[src/rtl/handshake_pkg.sv]
// Shared definitions for valid/ready handshaking blocks and channel buffers.
package handshake_pkg;

  localparam int unsigned HS_DATA_WIDTH = 8;
  localparam int unsigned HS_FIFO_DEPTH = 4;

  // Pointer width for a power-of-two depth, at least 1 bit.
  function automatic int unsigned hs_ptr_width(input int unsigned depth);
    int unsigned w;
    w = 0;
    while ((32'd1 << w) < depth) begin
      w = w + 1;
    end
    if (w == 0) begin
      w = 1;
    end
    return w;
  endfunction

endpackage

[src/rtl/handshake_fifo_mem.sv]
// DEPTH x DATA_WIDTH register array: synchronous write with reset clear, asynchronous read.
module handshake_fifo_mem
  import handshake_pkg::*;
#(
  parameter int unsigned DATA_WIDTH = HS_DATA_WIDTH,
  parameter int unsigned DEPTH      = HS_FIFO_DEPTH,
  parameter int unsigned ADDR_W     = hs_ptr_width(DEPTH)
) (
  input  logic                  clk,
  input  logic                  rst,
  input  logic                  we,
  input  logic [ADDR_W-1:0]     waddr,
  input  logic [DATA_WIDTH-1:0] wdata,
  input  logic [ADDR_W-1:0]     raddr,
  output logic [DATA_WIDTH-1:0] rdata
);

  logic [DATA_WIDTH-1:0] mem [DEPTH];

  // Storage: cleared on reset, otherwise written at the write address.
  always_ff @(posedge clk) begin
    if (rst) begin
      for (int i = 0; i < int'(DEPTH); i++) begin
        mem[i] <= '0;
      end
    end else if (we) begin
      mem[waddr] <= wdata;
    end
  end

  // Head-of-queue read straight from the registers.
  always_comb begin
    rdata = mem[raddr];
  end

endmodule

[src/rtl/handshake_fifo.sv]
// First-word-fall-through valid/ready FIFO with occupancy reporting.
module handshake_fifo
  import handshake_pkg::*;
#(
  parameter int unsigned DATA_WIDTH = HS_DATA_WIDTH,
  parameter int unsigned DEPTH      = HS_FIFO_DEPTH,
  parameter int unsigned ADDR_W     = hs_ptr_width(DEPTH)
) (
  input  logic                  clk,
  input  logic                  rst,
  input  logic [DATA_WIDTH-1:0] s_data,
  input  logic                  s_valid,
  output logic                  s_ready,
  output logic [DATA_WIDTH-1:0] m_data,
  output logic                  m_valid,
  input  logic                  m_ready,
  output logic [ADDR_W:0]       count,
  output logic                  full,
  output logic                  empty
);

  localparam int unsigned CNT_W = ADDR_W + 1;

  logic [ADDR_W-1:0] wr_ptr;
  logic [ADDR_W-1:0] rd_ptr;
  logic              push;
  logic              pop;

  // Flags and handshakes come only from registered occupancy, never from m_ready.
  always_comb begin
    full    = (count == CNT_W'(DEPTH));
    empty   = (count == '0);
    s_ready = !rst && !full;
    m_valid = !empty;
    push    = s_valid && s_ready;
    pop     = m_valid && m_ready;
  end

  // Pointer and occupancy update; pointers wrap naturally at a power-of-two depth.
  always_ff @(posedge clk) begin
    if (rst) begin
      wr_ptr <= '0;
      rd_ptr <= '0;
      count  <= '0;
    end else begin
      if (push) begin
        wr_ptr <= ADDR_W'(wr_ptr + 1'b1);
      end
      if (pop) begin
        rd_ptr <= ADDR_W'(rd_ptr + 1'b1);
      end
      if (push && !pop) begin
        count <= CNT_W'(count + 1'b1);
      end else if (pop && !push) begin
        count <= CNT_W'(count - 1'b1);
      end
    end
  end

  handshake_fifo_mem #(
    .DATA_WIDTH (DATA_WIDTH),
    .DEPTH      (DEPTH),
    .ADDR_W     (ADDR_W)
  ) u_mem (
    .clk   (clk),
    .rst   (rst),
    .we    (push),
    .waddr (wr_ptr),
    .wdata (s_data),
    .raddr (rd_ptr),
    .rdata (m_data)
  );

endmodule

[config.mk]
export PLATFORM = sky130hd
export DESIGN_NAME = handshake_fifo
export DESIGN_NICKNAME = d
export VERILOG_FILES = /design/src/rtl/handshake_pkg.sv /design/src/rtl/handshake_fifo_mem.sv /design/src/rtl/handshake_fifo.sv
export SDC_FILE = /design/constraint.sdc
export NUM_CORES = 1
export LEC_CHECK = 0
export ABC_AREA = 1
export CORE_UTILIZATION = 49
export CTS_CLUSTER_SIZE = 30
export DETAILED_ROUTE_END_ITERATION = 6
export GPL_ROUTABILITY_DRIVEN = 0
export PLACE_DENSITY = 0.85
export SYNTH_ARGS = -nofsm -noshare
export SYNTH_HDL_FRONTEND = slang
export SYNTH_HIERARCHICAL = 1
export SYNTH_SLANG_ARGS = --single-unit
[constraint.sdc]
create_clock -name clk -period 2.08 [get_ports clk]
set_clock_uncertainty 0.15 [all_clocks]
set_input_delay 0.312 -clock clk [delete_from_list [all_inputs] [get_ports clk]]
set_output_delay 0.312 -clock clk [all_outputs]
set_load 0.02 [all_outputs]
; ---- Word-level counts from Yosys, hierarchy flattened
; Memories as Yosys holds them, arrays and structs flattened. A register that Yosys moved wholly into a read port is not among the register bits.
; Cells that the tools add are included.
[op_classes]
shift = 0
n_mux = 12
n_div = 0
bitwise_logic = 0
multipliers = 0
n_lt_le_gt_ge = 0
n_eq_ne = 1
add_sub_neg = 4
reduce_logical = 13
[op_table]
columns = operator, n
row1 = $mux 8, 1
row2 = $reduce_or 8->1, 1
row3 = $mux 1, 6
row4 = $mux 2, 3
row5 = $mux 3, 2
row6 = $logic_and 1x1->1, 5
row7 = $logic_not 1->1, 5
row8 = $add 2x1->2 const B, 2
row9 = $add 3x1->3 const B, 1
row10 = $eq 3x3->1 const B, 1
row11 = $logic_not 3->1, 1
row12 = $sub 3x1->3 const B, 1
row13 = $reduce_bool 2->1, 1
[word_totals]
out_inout_bits = 15
regBits = 7
latch_bits = 0
input_bits = 12
ram_bits = 32
elab_cells = 34
romBits = 0
memories = 1
[mem_list]
columns = memory, depth, width, rd, rd_ports_with_merged_regs, wr, line
row1 = u_mem.mem, 4, 8, 1, 1, 4, handshake_fifo_mem.sv:18  ; logic [DATA_WIDTH-1:0] mem [DEPTH];

; ---- Depth between registers and ports, before layout
; Gate-level depths: netlist (run 1).
[depth]
ltp_word = 9
depth_mapped = 13
mapped_depth_nobuf = 13

; ---- By module
; The synthesis (run 1) kept the hierarchy.
[modules_own_cells]
columns = mod, cells_each, seq_area_each_um2, area_each_um2, n_inst
row1 = handshake_fifo_mem, 181, 960.9, 1619.1, 1
row2 = handshake_fifo, 57, 140.1, 399.1, 1

; ---- Least setup slack after synthesis (run 1)
; Ideal clock, no wire load.
[synth_path]
path_type = flip-flop to flip-flop
start = register count[0]
end = memory u_mem/mem[2][0] in the netlist's numbering, enable pin
arrival_time_ns = 1.660
path_slack_ns = -0.114
path_buffers = 0
t_required_ns = 1.546
path_stages_with_launch = 7
cell_sequence = dfxtp_1 -> nor2_4 -> nand2_2 -> nand3_1 -> inv_1 -> inv_2 -> o21ai_0
[synth_lines]
columns = element, line
row1 = "start, declared", handshake_fifo.sv:17  ; output logic [ADDR_W:0] count,
row2 = "start signal, assigned", handshake_fifo.sv:53  ; count <= CNT_W'(count + 1'b1);
row3 = "start signal, assigned", handshake_fifo.sv:55  ; count <= CNT_W'(count - 1'b1);
row4 = "end, declared", handshake_fifo_mem.sv:18

; ---- Final worst setup path (run 1)
[layout_path]
start = register count[1]
end = output port empty
[layout_between]
elab_chain_cells = 1
[layout_rtl]
columns = element, line
row1 = $logic_not 3->1, handshake_fifo.sv:32  ; empty = (count == '0);
row2 = "end, declared", handshake_fifo.sv:19  ; output logic empty
; Every way passes these cells.

==> results of run 1 <==
where the power goes:
part / internal [mW] / leakage (nW) / switching (mW)
Combinational: 0.454 / 0.780 / 0.683
Clock: 0.351 / 0.0556 / 0.251
Sequential: 0.945 / 0.391 / 0.0791
layout make-up:
| class | count | area (sq um) |
|---|---|---|
| Timing Repair Buffer | 40 | 394.1 |
| Clock buffer | 5 | 68.82 |
| Inverter | 59 | 224.0 |
| Sequential cell | 39 | 1111 |
| Fill cell | 282 | 1241 |
| Multi-Input combinational cell | 135 | 660.6 |
| Clock inverter | 3 | 38.79 |
| Tap cell | 48 | 60.06 |
flip-flops by register name, indices dropped and copies added, names as in the netlist:
name	cells
u_mem/mem	32
wr_ptr	2
rd_ptr	2
count	3
worst min-delay path by stage:
| stage | from | endpoint | slack [ps] | depth (start not counted) |
|---|---|---|---|---|
| finish | rd_ptr[1]$_SDFFE_PP0P_ | rd_ptr[1]$_SDFFE_PP0P_ | 360 | 2 |
| global route | rd_ptr[1]$_SDFFE_PP0P_ | rd_ptr[1]$_SDFFE_PP0P_ | 380 | 2 |
| CTS | rd_ptr[1]$_SDFFE_PP0P_ | rd_ptr[1]$_SDFFE_PP0P_ | 360 | 2 |
| detailed placement | rd_ptr[1]$_SDFFE_PP0P_ | rd_ptr[1]$_SDFFE_PP0P_ | 380 | 2 |
| global placement | rd_ptr[1]$_SDFFE_PP0P_ | rd_ptr[1]$_SDFFE_PP0P_ | 350 | 2 |
| floorplan | rst | count[0]$_SDFFE_PP0P_ | 230 | 1 |
timing repair:
action,4_1_cts,5_1_grt
endpoints found under the setup margin,9,3
pin swaps,0,0
gates resized for setup,13,6
buffers inserted,0,0
routing by layer:
| metal | up-vias | track usage (%) |
|---|---|---|
| li1 | 806 | - |
| met1 | 701 | 23.91 |
| met2 | 56 | 35.84 |
| met3 | 8 | 5.862 |
| met4 | 0 | 8.777 |
| met5 | - | 0 |
synthesized netlist by cell type:
| cell type | count | area [sq um] |
|---|---|---|
| a21oi_1 | 2 | 10.01 |
| a21oi_2 | 1 | 8.760 |
| buf_2 | 2 | 10.01 |
| buf_4 | 1 | 7.510 |
| buf_6 | 2 | 22.52 |
| dfxtp_1 | 7 | 140.1 |
| edfxtp_1 | 32 | 960.9 |
| fa_1 | 1 | 20.02 |
| ha_1 | 1 | 12.51 |
| inv_1 | 56 | 210.2 |
| inv_2 | 3 | 11.26 |
| nand2_1 | 56 | 210.2 |
| nand2_2 | 3 | 18.77 |
| nand2_4 | 3 | 33.78 |
| nand3_1 | 21 | 105.1 |
| nand3_4 | 2 | 35.03 |
| nor2_1 | 32 | 120.1 |
| nor2_4 | 2 | 22.52 |
| nor3_1 | 8 | 40.04 |
| o21ai_0 | 2 | 10.01 |
| xor2_1 | 1 | 8.760 |
metrics by stage:
step | util, % | setup slack, ps | instance area [sq um] | power [mW] | setup TNS, ps
finish | 67.33 | 84.17 | 2557 | 2.763 | 0
floorplan | - | 99.12 | 2021 | 1.755 | 0
detailed placement | 64.33 | -194.3 | 2444 | 2.223 | -1108
CTS | 67.00 | 56.97 | 2545 | 2.770 | 0
global placement | 64.33 | -70.91 | 2444 | 2.186 | -141.5
global route | 67.33 | 1.174 | 2557 | 2.934 | 0
cell families (layout without fill, tap and decap cells):
logic type / count (synthesis) / count (layout) / share of synthesized area, %
flip-flops: 39 / 39 / 54.56
AND/OR/NAND/NOR: 127 / 127 / 29.01
adder cells (fa/ha/maj): 2 / 2 / 1.612
buffers and inverters: 64 / 107 / 12.96
AO/OA/AOI/OAI: 5 / 5 / 1.426
XOR/XNOR: 1 / 1 / 0.4341
worst reg2reg max path, delay by kind of cell, from the launching register on:
| family | cells | cell delay, ps |
|---|---|---|
| simple gates | 7 | 590 |
| fa+ha+maj | 2 | 540 |
| flops | 1 | 380 |
| buf+inv | 2 | 150 |
layout by cell type (no fill, tap or decap), drive strengths merged:
| cell | count |
|---|---|
| a21oi | 3 |
| buf | 14 |
| bufinv | 1 |
| clkbuf | 5 |
| clkdlybuf4s50 | 16 |
| clkinv | 2 |
| dfxtp | 7 |
| dlygate4sd2 | 9 |
| dlymetal6s2s | 1 |
| edfxtp | 32 |
| fa | 1 |
| ha | 1 |
| inv | 59 |
| nand2 | 62 |
| nand3 | 23 |
| nor2 | 34 |
| nor3 | 8 |
| o21ai | 2 |
| xor2 | 1 |
==> results.py, run 1 <==
metrics = {
    "outcome": {
        "status": "complete, no violations",
    },
    "floorplan": {
        "die_height_um": 66.18,
        "fp-row-count": 22,
        "die_area_sq_mm": 0.004379,
        "coreArea_sq_mm": 0.003799,
        "start_util_pct": 53.13,
        "ios": 27,
        "die_w_um": 66.18,
    },
    "job": {
        "cap_violations": 0,
    },
    "routing": {
        "dr.pass1.iters": 4,
        "wl_per_cell_um": 11.92,
        "ant_nets": 0,
        "drt-met1-wl_mm": 1.610,
        "dr_wl_met2_mm": 2.019,
        "via_per_inst": 4.775,
        "drc_errors": 0,
        "top_layer_used": "met4",
        "drt_iter0_markers": 79,
        "routed_wl_mm": 3.923,
        "met3_length_um": 233,
        "dr_total_vias": 1571,
    },
    "yosys": {
        "yosysWarnings": 6,
        "synth_area_sq_mm": 0.002018,
        "yosysSeqAreaShare_pct": 54.56,
        "syn_avg_cell_area_sq_um": 8.480,
        "syn-num-nets": 252,
        "ys_ff_latch": 39,
        "netlist_instances": 238,
        "yosysUniqueCellTypes": 21,
    },
    "timing": {
        "hold_viol": 0,
        "worstMarginPinSlew_ps": 223.0,
        "fmax_mhz": 501.0,
        "rsz0062_at_grt": "no",
        "relSlewSlack_pct": 85.08,
        "timing.hold.ws_ps": 363.2,
        "slew_viol_final": 0,
        "fin_crit_sh_pct": 95.95,
        "min_period_ps": 1996,
        "finalSetupViolCount": 0,
    },
    "critical_path": {
        "crit_family": "buffers and inverters",
        "worst_setup_path_start_kind": "flop",
        "crit_path_top_delay_cell": "clkdlybuf4s50_1",
        "critPathMaxFanout": 5,
        "r2r-start": "count[1]$_SDFFE_PP0P_",
        "rrSetupSlack_ps": 160,
        "crit_start": "count[1]$_SDFFE_PP0P_",
        "crit_type": "reg -> out",
        "critPathMaxStageDelay_ps": 590,
        "end_kind": "output port",
        "r2r-end": "count[2]$_SDFFE_PP0P_",
        "endpoint": "empty",
        "path_buf_inv": 2,
        "cp.depth": 4,
        "required_ps": 1620,
        "cp.arrival_ps": 1530,
        "r2r_cells": 11,
        "cp_cell_sequence": "nor2_4, nand2_4, inv_1, clkdlybuf4s50_1",
    },
    "power": {
        "peakVddDrop_uv": 1424,
        "power_density_mw_per_mm2": 1081,
        "leakage_nw": 1.227,
    },
    "clock_tree": {
        "cts_tree": "yes",
        "cts_inserted_buffers": 5,
        "htreeDepth": 2,
        "cts_buffer_depth": 2,
        "path_clk_slew_ps": 80,
        "cts_num_sinks": 39,
        "cts_root_buffer": "clkbuf_8",
        "clk_latency_ps": 290,
        "cts_hold_buf": 0,
    },
    "layout": {
        "drive_gt1_share_pct": 15.30,
        "diodes": 0,
        "finalNetCount": 294,
        "syn2layout_area_growth_pct": 26.72,
        "instances_no_fill": 329,
    },
    "grt": {
        "grt_pass1_vias": 1583,
        "antenna_found_initial": 0,
        "grt-ovfl-total": 0,
        "grt_max_degree": 17,
        "grt_pass1_wl_mm": 6.665,
        "grt_util_all_layers_pct": 20.75,
    },
    "hold_path": {
        "hold_class": "reg -> reg",
    },
    "place": {
        "io_buffers": 26,
        "place_inst": 321,
        "place_hpwl_mm": 2.862,
    },
}
Power figures use the tool's default switching activity.
==> run 2, diff against run 1 <==
--- a/config.mk
+++ b/config.mk
@@ -6,10 +6,12 @@
 export NUM_CORES = 1
 export LEC_CHECK = 0
 export ABC_AREA = 1
+export CORE_MARGIN = 2
 export CORE_UTILIZATION = 49
 export CTS_CLUSTER_SIZE = 30
 export DETAILED_ROUTE_END_ITERATION = 6
 export GPL_ROUTABILITY_DRIVEN = 0
+export GPL_TIMING_DRIVEN = 0
 export PLACE_DENSITY = 0.85
 export SYNTH_ARGS = -nofsm -noshare
 export SYNTH_HDL_FRONTEND = slang
==> constraint.sdc (replaced) <==
create_clock -name clk -period 1.6 [get_ports clk]
set_clock_uncertainty 0.15 [all_clocks]
set_input_delay 0.24 -clock clk [delete_from_list [all_inputs] [get_ports clk]]
set_output_delay 0.24 -clock clk [all_outputs]
set_load 0.02 [all_outputs]
==> run 2 against run 1 <==
  * The flow now finishes with violations (setup timing)
  * Core utilization increased by 15 points
  * Wire length increased by 60%
  * Count of clock-buffer cells in the layout grew 3
  * Largest cell class unchanged
==> results.py, run 2 (synthesized netlist as in run 1, its figures left out) <==
metrics = {
    "outcome": {
        "status": "finished, violations left",
        "violations": "setup timing",
    },
    "routing": {
        "routed_wl_mm": 6.282,
        "dr_total_vias": 1838,
        "wl_per_cell_um": 17.70,
        "drt_iter0_markers": 114,
        "via_per_inst": 5.177,
        "drc_errors": 0,
        "dr.pass1.iters": 4,
        "ant_nets": 0,
    },
    "floorplan": {
        "start_util_pct": 50.82,
        "die_height_um": 68.18,
        "ios": 27,
        "die_area_sq_mm": 0.004648,
        "die_w_um": 68.18,
        "coreArea_sq_mm": 0.003971,
        "fp-row-count": 23,
    },
    "critical_path": {
        "required_ps": 1630,
        "crit_type": "reg -> reg",
        "path_buf_inv": 2,
        "cp.arrival_ps": 1860,
        "end_kind": "flop",
        "crit_path_top_delay_cell": "fa_2",
        "crit_family": "adder cells",
        "critPathMaxStageDelay_ps": 440,
        "cp_cell_sequence": "nor2_4, nand2_4, nand3_4, inv_4, ha_4, inv_4, fa_2, o21ai_2, nor2_1",
        "crit_top_cell": "inv_4",
        "critPathMaxFanout": 3,
        "worst_setup_path_start_kind": "flop",
    },
    "timing": {
        "fmax_mhz": 548.4,
        "fin_crit_sh_pct": 114.0,
        "rsz0062_at_grt": "yes",
        "finalSetupViolCount": 21,
        "min_period_ps": 1823,
        "slew_viol_final": 0,
        "hold_viol": 0,
        "worstMarginPinSlew_ps": 341.2,
        "relSlewSlack_pct": 77.22,
        "setup_tns_ps": -1942,
        "finalWorstSetupSlack_ps": -223.4,
    },
    "layout": {
        "largest_reg_flops": 32,
        "syn2layout_area_growth_pct": 61.69,
        "top_register": "u_mem/mem",
        "final_common_cell": "inv_1",
        "finalNetCount": 318,
        "fin_area_sq_mm": 0.003263,
        "drive_gt1_share_pct": 50.49,
        "reg.largest.list": "u_mem/mem (32), count (3)",
        "layout_common_cells": "inv_1, edfxtp_1, nor2_1, nand2_2, buf_4",
        "diodes": 0,
    },
    "grt": {
        "grt_pass1_vias": 1762,
        "grt.busiest_layer": "met2",
        "grt_pass1_wl_mm": 8.086,
        "use_met3_pct": 6.086,
        "use_met2_pct": 48.54,
        "grt_max_degree": 12,
        "grt_util_all_layers_pct": 24.76,
        "antenna_found_initial": 0,
        "met1_usage_pct": 25.03,
        "grt-ovfl-total": 0,
    },
    "clock_tree": {
        "clk_latency_ps": 280,
        "cts_buffer_depth": 2,
        "cts_inserted_buffers": 5,
        "cts_hold_buf": 0,
        "cts_root_buffer": "clkbuf_8",
        "cts_num_sinks": 39,
        "cts_tree": "yes",
        "htreeDepth": 2,
        "path_clk_slew_ps": 70,
    },
    "place": {
        "place_hpwl_mm": 2.884,
        "dpl_cell_area_sq_mm": 0.002391,
        "io_buffers": 26,
    },
    "job": {
        "cap_violations": 0,
    },
    "power": {
        "leakage_nw": 1.474,
        "power_density_mw_per_mm2": 1407,
        "peakVddDrop_uv": 922.7,
    },
    "hold_path": {
        "hold_class": "in -> reg",
    },
}
[run 2: path summary, 6_finish.rpt]
path                          startpoint                endpoint  slack, ps  cells after the start
setup / recovery   count[0]$_SDFFE_PP0P_   count[1]$_SDFFE_PP0P_       -220                      9
hold / removal                       rst  rd_ptr[1]$_SDFFE_PP0P_        210                      2
setup reg to reg   count[0]$_SDFFE_PP0P_   count[1]$_SDFFE_PP0P_       -220                      9
hold reg to reg   wr_ptr[0]$_SDFFE_PP0P_  wr_ptr[0]$_SDFFE_PP0P_        410                      2
[run 2: stage by stage]
step / instances / power (mW) / setup WS [ps] / utilization (%) / hold WS [ps]
after floorplan: 238 / 2.339 / -189.5 / - / 152.7
after global placement: 314 / 2.887 / -775.1 / 60.21 / 331.5
after detailed placement: 314 / 2.931 / -836.1 / 60.21 / 349.3
after CTS: 347 / 4.074 / -209.2 / 72.94 / 204.3
after global routing: 355 / 4.811 / -310.2 / 82.17 / 220.5
final: 355 / 4.591 / -223.4 / 82.17 / 213.0
[run 2: metal layers]
metal | share of wire, % | routed length (um)
met1 | 35 | 2179
met2 | 57 | 3595
met3 | 5.2 | 326
met4 | 2.9 | 181
met5 | 0 | 0
[run 2: layout make-up]
cell class                      count  area (sq um)
Inverter                           59         245.2
Multi-Input combinational cell    135          1070
Tap cell                           50         62.56
Buffer                              5         77.57
Clock buffer                        8         80.08
Timing Repair Buffer               59         615.6
Sequential cell                    39          1112
Fill cell                         213         708.2
[run 2: repair_timing]
item,CTS,global route
pin swaps,13,35
endpoints found under the setup margin,80,63
setup buffers,24,6
gates resized for setup,122,74
gates cloned,1,2
[run 2: power breakdown]
part	internal (mW)	leakage [nW]	switching (mW)	total [mW]
clock network	0.309	0.0395	0.310	0.619
registers	1.23	0.391	0.0829	1.31
logic	1.24	1.04	1.42	2.66
